<file path="src/rtl/mp64_extmem_ctrl.sv">
// External-memory PHY initiator: takes 1-16 beat 64-bit client transactions,
// stages write beats in a 16-entry buffer, sequences them to the PHY and returns read beats.
module mp64_extmem_ctrl #(
  parameter int PHY_WR_LAT = 2,
  parameter int TIMEOUT    = 1024,
  parameter int ADDR_W     = 32
) (
  input  logic              sys_clk,
  input  logic              sys_rst,
  input  logic              cli_req,
  input  logic              cli_wen,
  input  logic [ADDR_W-1:0] cli_addr,
  input  logic [3:0]        cli_len,
  input  logic              cli_wpush,
  input  logic [63:0]       cli_wdata,
  output logic [4:0]        cli_wcount,
  output logic              cli_ack,
  output logic              cli_rvalid,
  output logic [63:0]       cli_rdata,
  output logic [3:0]        cli_rbeat,
  output logic              cli_done,
  output logic              cli_err,
  output logic              busy,
  output logic              phy_req,
  output logic [ADDR_W-1:0] phy_addr,
  output logic              phy_wen,
  output logic [63:0]       phy_wdata,
  output logic [3:0]        phy_burst_len,
  input  logic [63:0]       phy_rdata,
  input  logic              phy_rvalid,
  input  logic              phy_ready
);
  localparam int TW = $clog2(TIMEOUT + 1);
  localparam int LW = $clog2(PHY_WR_LAT + 1);

  typedef enum logic [2:0] {IDLE, ISSUE, RD_WAIT, WR_LAT, WR_DATA, WR_DRAIN} state_t;
  typedef struct packed {
    logic [ADDR_W-1:0] addr;
    logic [3:0]        len;
    logic              wen;
  } phy_req_t;

  state_t            state;
  phy_req_t          phy_q;
  logic [15:0][63:0] wbuf;
  logic [3:0]        beat;
  logic [LW-1:0]     lat_cnt;
  logic [TW-1:0]     tmr;
  logic              wr_ok, push_ok;
  logic              unused_addr_lsb;

  assign unused_addr_lsb = ^cli_addr[2:0];
  assign wr_ok   = (cli_wcount == ({1'b0, cli_len} + 5'd1));
  // an accepted write freezes the buffer, so a push in the same cycle is dropped
  assign push_ok = (state == IDLE) && cli_wpush && !cli_wcount[4] &&
                   !(cli_req && cli_wen && wr_ok);

  assign busy          = (state != IDLE);
  assign phy_addr      = phy_q.addr;
  assign phy_wen       = phy_q.wen;
  assign phy_burst_len = phy_q.len;
  assign phy_wdata     = wbuf[beat];

  always_ff @(posedge sys_clk) begin
    if (sys_rst) begin
      state      <= IDLE;
      phy_q      <= '0;
      phy_req    <= 1'b0;
      wbuf       <= '0;
      beat       <= '0;
      lat_cnt    <= '0;
      tmr        <= '0;
      cli_wcount <= '0;
      cli_ack    <= 1'b0;
      cli_rvalid <= 1'b0;
      cli_rdata  <= '0;
      cli_rbeat  <= '0;
      cli_done   <= 1'b0;
      cli_err    <= 1'b0;
    end else begin
      cli_ack    <= 1'b0;
      cli_done   <= 1'b0;
      cli_err    <= 1'b0;
      cli_rvalid <= 1'b0;
      if (push_ok) begin
        wbuf[cli_wcount[3:0]] <= cli_wdata;
        cli_wcount            <= cli_wcount + 5'd1;
      end
      case (state)
        IDLE: if (cli_req) begin
          cli_ack <= 1'b1;
          if (cli_wen && !wr_ok) cli_err <= 1'b1;
          else begin
            phy_q   <= '{addr: {cli_addr[ADDR_W-1:3], 3'b000}, len: cli_len, wen: cli_wen};
            phy_req <= 1'b1;
            state   <= ISSUE;
          end
        end
        ISSUE: if (phy_ready) begin
          phy_req <= 1'b0;
          beat    <= '0;
          tmr     <= '0;
          if (!phy_q.wen) state <= RD_WAIT;
          else if (PHY_WR_LAT <= 1) state <= WR_DATA;
          else begin
            state   <= WR_LAT;
            lat_cnt <= LW'(PHY_WR_LAT - 1);
          end
        end
        RD_WAIT: begin
          if (phy_rvalid) begin
            cli_rvalid <= 1'b1;
            cli_rdata  <= phy_rdata;
            cli_rbeat  <= beat;
            beat       <= beat + 4'd1;
            tmr        <= '0;
            if (beat == phy_q.len) begin
              cli_done <= 1'b1;
              state    <= IDLE;
            end
          end else if (tmr == TW'(TIMEOUT - 1)) begin
            cli_err <= 1'b1;
            state   <= IDLE;
          end else tmr <= tmr + TW'(1);
        end
        // the cycle ending each WR_DATA edge is the one the PHY samples phy_wdata
        WR_LAT: if (lat_cnt <= LW'(1)) state <= WR_DATA;
                else lat_cnt <= lat_cnt - LW'(1);
        WR_DATA: if (beat == phy_q.len) state <= WR_DRAIN;
                 else beat <= beat + 4'd1;
        WR_DRAIN: if (phy_ready) begin
          cli_done   <= 1'b1;
          cli_wcount <= '0;
          state      <= IDLE;
        end
        default: state <= IDLE;
      endcase
    end
  end
endmodule

</file>
<file path="config.mk">
export PLATFORM = sky130hd
export DESIGN_NAME = mp64_extmem_ctrl
export DESIGN_NICKNAME = d
export VERILOG_FILES = /design/src/rtl/mp64_extmem_ctrl.sv
export SDC_FILE = /design/constraint.sdc
export NUM_CORES = 2
export LEC_CHECK = 0
export ABC_CLOCK_PERIOD_IN_PS = 2500
export BUFFER_PORTS_ARGS = -buffer_cell sky130_fd_sc_hd__buf_2
export CAP_MARGIN = 25
export CORE_ASPECT_RATIO = 0.8
export CORE_UTILIZATION = 40
export DETAILED_ROUTE_END_ITERATION = 7
export SLEW_MARGIN = 20
export SYNTH_ARGS = -nofsm -noshare
export SYNTH_HDL_FRONTEND = slang
export SYNTH_SLANG_ARGS = --single-unit
</file>
<file path="constraint.sdc">
create_clock -name sys_clk -period 2.5 [get_ports sys_clk]
set_clock_uncertainty 0.2 [all_clocks]
set_input_delay 0.125 -clock sys_clk [delete_from_list [all_inputs] [get_ports sys_clk]]
set_output_delay 0.125 -clock sys_clk [all_outputs]
set_load 0.005 [all_outputs]
</file>
==> key figures <==
Run status
  – Status: complete, but fails checks
  – Failing checks: setup timing

Timing
  – Setup repair after global routing missed its margin: true
  – Worst-Margin Slew: a little under 0.9 ns
  – Max_slew headroom: about two fifths
  – WHS: 0.0496 ns
  – Slew Viols, Final: 0
  – Final min period: ~3.2 ns
  – Final worst setup slack: -0.657 ns
  – Hold Violations, Final: 0
  – Setup TNS: -37.55 ns
  – Endpoints failing setup: 64
  – FMAX: roughly 320 MHz
  – Final period utilization: 126%

Critical path
  – Worst EP arrival: 2.83 ns
  – Critical Path Fanout Max: 14
  – Reg-to-reg slack, setup: ~0.060 ns
  – R2R cell count: 8
  – Crit Path Category: reg2out
  – WP buf/inv: 3
  – Startpoint types: register
  – FF-to-FF End: wbuf[80]$_SDFFE_PP0P_
  – Worst Setup SP: beat[0]$_SDFFE_PP0P_
  – CP Capture Type: output pin
  – Max stage delay cell, worst path: mux4_2
  – Most frequent CP cell: mux4_2
  – Req. time, crit path: approximately 2.2 ns
  – Critical Path Sink: phy_wdata[12]
  – Critical path depth in cells: 5
  – CP peak stage delay: approximately 0.61 ns
  – Top delay family on crit path: multiplexers
  – Worst r2r src: cli_wcount[2]$_SDFF_PP0_
  – CP cell instances: buf_12 -> buf_4 -> mux4_2 -> mux4_2 -> buf_2

Clock network
  – CTS Buf Count: approximately 120
  – Clock transition at the registers of the reported paths: ~0.060 ns
  – CTS tree: built
  – CTS Sinks: 1156
  – Root Driver: clkbuf_16
  – CTS max path bufs: 3
  – Clk_lat worst skew: 0.72 ns
  – H-Tree Depth: 3

Run
  – Total of max-cap violations: 0

Drt
  – WL final: roughly 140000 um
  – Drt drc: 0
  – DR WL/cell: between 20 and 25 um
  – Routed vias: approximately 36k
  – Antenna Nets Post-Route: 0
  – Vias/cell: 5.20
  – Drt pass-1 iters: 6
  – Iter 0 DRT Violations: 2193

Global route
  – GRT Residual Overflow: 0
  – Initial antenna violation count: 10
  – Wire length of the first global-routing pass: roughly 210000 um
  – Largest net degree at the start of global routing: 97
  – Vias in the first global route: roughly 36k
  – GRT Total Usage: about 22%

Place
  – DP Worst Slack: between 0.01 and 0.015 ns
  – Area after DPL: about 55000 um2
  – Post-DP HPWL: around 85000 um
  – Port-buffer cells: approximately 340
  – Final Wtd Congestion: between 0.7 and 0.8

Min path
  – Hold Crit Class: in2reg
  – Hold path start: cli_len[2]

Yosys
  – Library cells used by synthesis: 51
  – Seq/Total Area, Yosys: between 40% and 50%
  – Post-synth EDFFs: 0
  – Ys flop type: dfxtp_1
  – Cells after synthesis: about 4.5k
  – Top cell type's share of synthesized area: between 40% and 50%
  – Commonest cells post-synth: nand2_1 (1311), dfxtp_1 (1156), mux2i_1 (1062)
  – Avg Inst Size Synth: 11.0 um2
  – Synth Cell Area: 49700 um2
  – Post-synthesis register bit count: around 1.2k
  – Ys async rst share: 0%
  – Top cells by area, synth: dfxtp_1 (47%), mux2i_1 (21%), mux4_2 (15%), nand2_1 (9.9%), clkbuf_1 (1.9%)
  – Count leader, synth: nand2_1
  – Synth warn: 0
  – Biggest area consumer among synthesized cells: dfxtp_1

Pwr
  – Leakage: roughly 0.03 uW
  – Pwr per Cell Area: between 600 and 700 nW/um2
  – Peak supply drop: around 0.60 mV

Floorplanning
  – Die width: approximately 400 um
  – Die area: between 100000 and 150000 um2
  – Die height: around 320 um
  – # rows: about 120
  – Core area: between 100000 and 150000 um2
  – Initial core utilization: 40.4%
  – IO Count: 351

Finish
  – NumNets Final: about 5.4k
  – # fillers: 10.6k
  – Layout Utilization: around half
  – Design Area, Final: between 60000 and 70000 um2
  – Layout cell share with drive strength beyond 1: between 20% and 30%
  – Area delta synth->final: 27.5%
## report_power, final
part	internal, uW	switching (uW)
clock network	10700	7570
registers	18900	237
logic	2880	2970
## worst min path at each step
stage	end	slack (ns)	cells after the start
after global placement	cli_rdata[43]$_SDFFE_PP0P_	0.17	3
after CTS	phy_burst_len[2]$_SDFFE_PP0P_	0.004	4
after floorplan	cli_rdata[0]$_SDFFE_PP0P_	0.06	2
after global routing	phy_burst_len[2]$_SDFFE_PP0P_	0.04	4
after detailed placement	cli_rdata[22]$_SDFFE_PP0P_	0.17	3
final	phy_burst_len[2]$_SDFFE_PP0P_	0.05	4
## flip-flops by register name, summed over array words and instances (netlist names), 2 cells and up
register       cells
state              3
phy_addr          29
lat_cnt            2
cli_wcount         5
tmr               11
phy_burst_len      4
cli_rdata         64
beat               4
cli_rbeat          4
wbuf            1024
## per-layer routing
| metal | up-vias | share of wire (%) | wire (um) | track usage [%] |
|---|---|---|---|---|
| met3 | 253 | 3.2 | 4520 | 2.82 |
| met5 | - | 0 | 0 | 0 |
| met2 | 649 | 49 | 69000 | 37.2 |
| met1 | 18100 | 45 | 63500 | 28.8 |
| met4 | 0 | 2.7 | 3830 | 6.43 |
| li1 | 17100 | - | - | - |
## what timing repair did
| action | in CTS | in global routing |
|---|---|---|
| resized for setup | 22 | 41 |
| setup buffers | 8 | 27 |
| endpoints found under the setup margin | 64 | 256 |
| pin swaps | 0 | 3 |
| hold buffers | 325 | 0 |
| gates cloned | 5 | 13 |
| hold endpoints to repair | 1155 | 0 |
## kinds of logic (layout without fill, tap and decap cells)
logic type                 after synthesis  after routing  synth area share (%)
and+or+nand+nor                       1416           1416                  11.1
muxes                                 1383           1383                  35.9
DFF                                   1156           1156                  46.6
buffers and inverters                  430           1190                  4.47
AOI/OAI and AO/OA                      122            122                  1.44
xor gates and xnor gates                17             17                 0.300
adders and majority gates                8              8                 0.201
other                                    1             13               0.00755
## placed cells by master, fill, tap and decap left out, types with 75 or more instances in the layout
cell              n
dlygate4sd3_1   325
clkbuf_16       130
a21oi_1          75
dfxtp_1        1151
buf_2           328
nand2_1        1310
mux2i_1        1061
buf_4           129
mux4_2          320
buf_12          131
## area by class of cell
class,count,area (um2),share of cell area [%]
multi-input combinational,2949,24600,38.8
inverter,10,45.0,0.0711
clock buffer,174,3510,5.53
sequential,1156,23200,36.6
tap,1638,2050,3.24
antenna,10,25.0,0.0395
timing repair buffer,964,9470,14.9
clock inverter,42,497,0.784
## stage by stage
stage          cells  power [uW]
4_1_cts         6893       43300
6_report        6943       43200
3_3_place_gp    6339       24400
5_1_grt         6943       44800
2_1_floorplan   4535       22500
3_5_place_dp    6339       24500
## worst register-to-register path: stages, from the launching register on
cell and delay, ns:
dfxtp_2 0.34, nand2b_1 0.16, and3_1 0.19, o311ai_4 0.42
clkbuf_16 0.28, o21a_4 0.19, buf_12 0.14, buf_12 0.19
mux2i_1 0.22
Note: power is estimated with default switching activity, not from simulation.
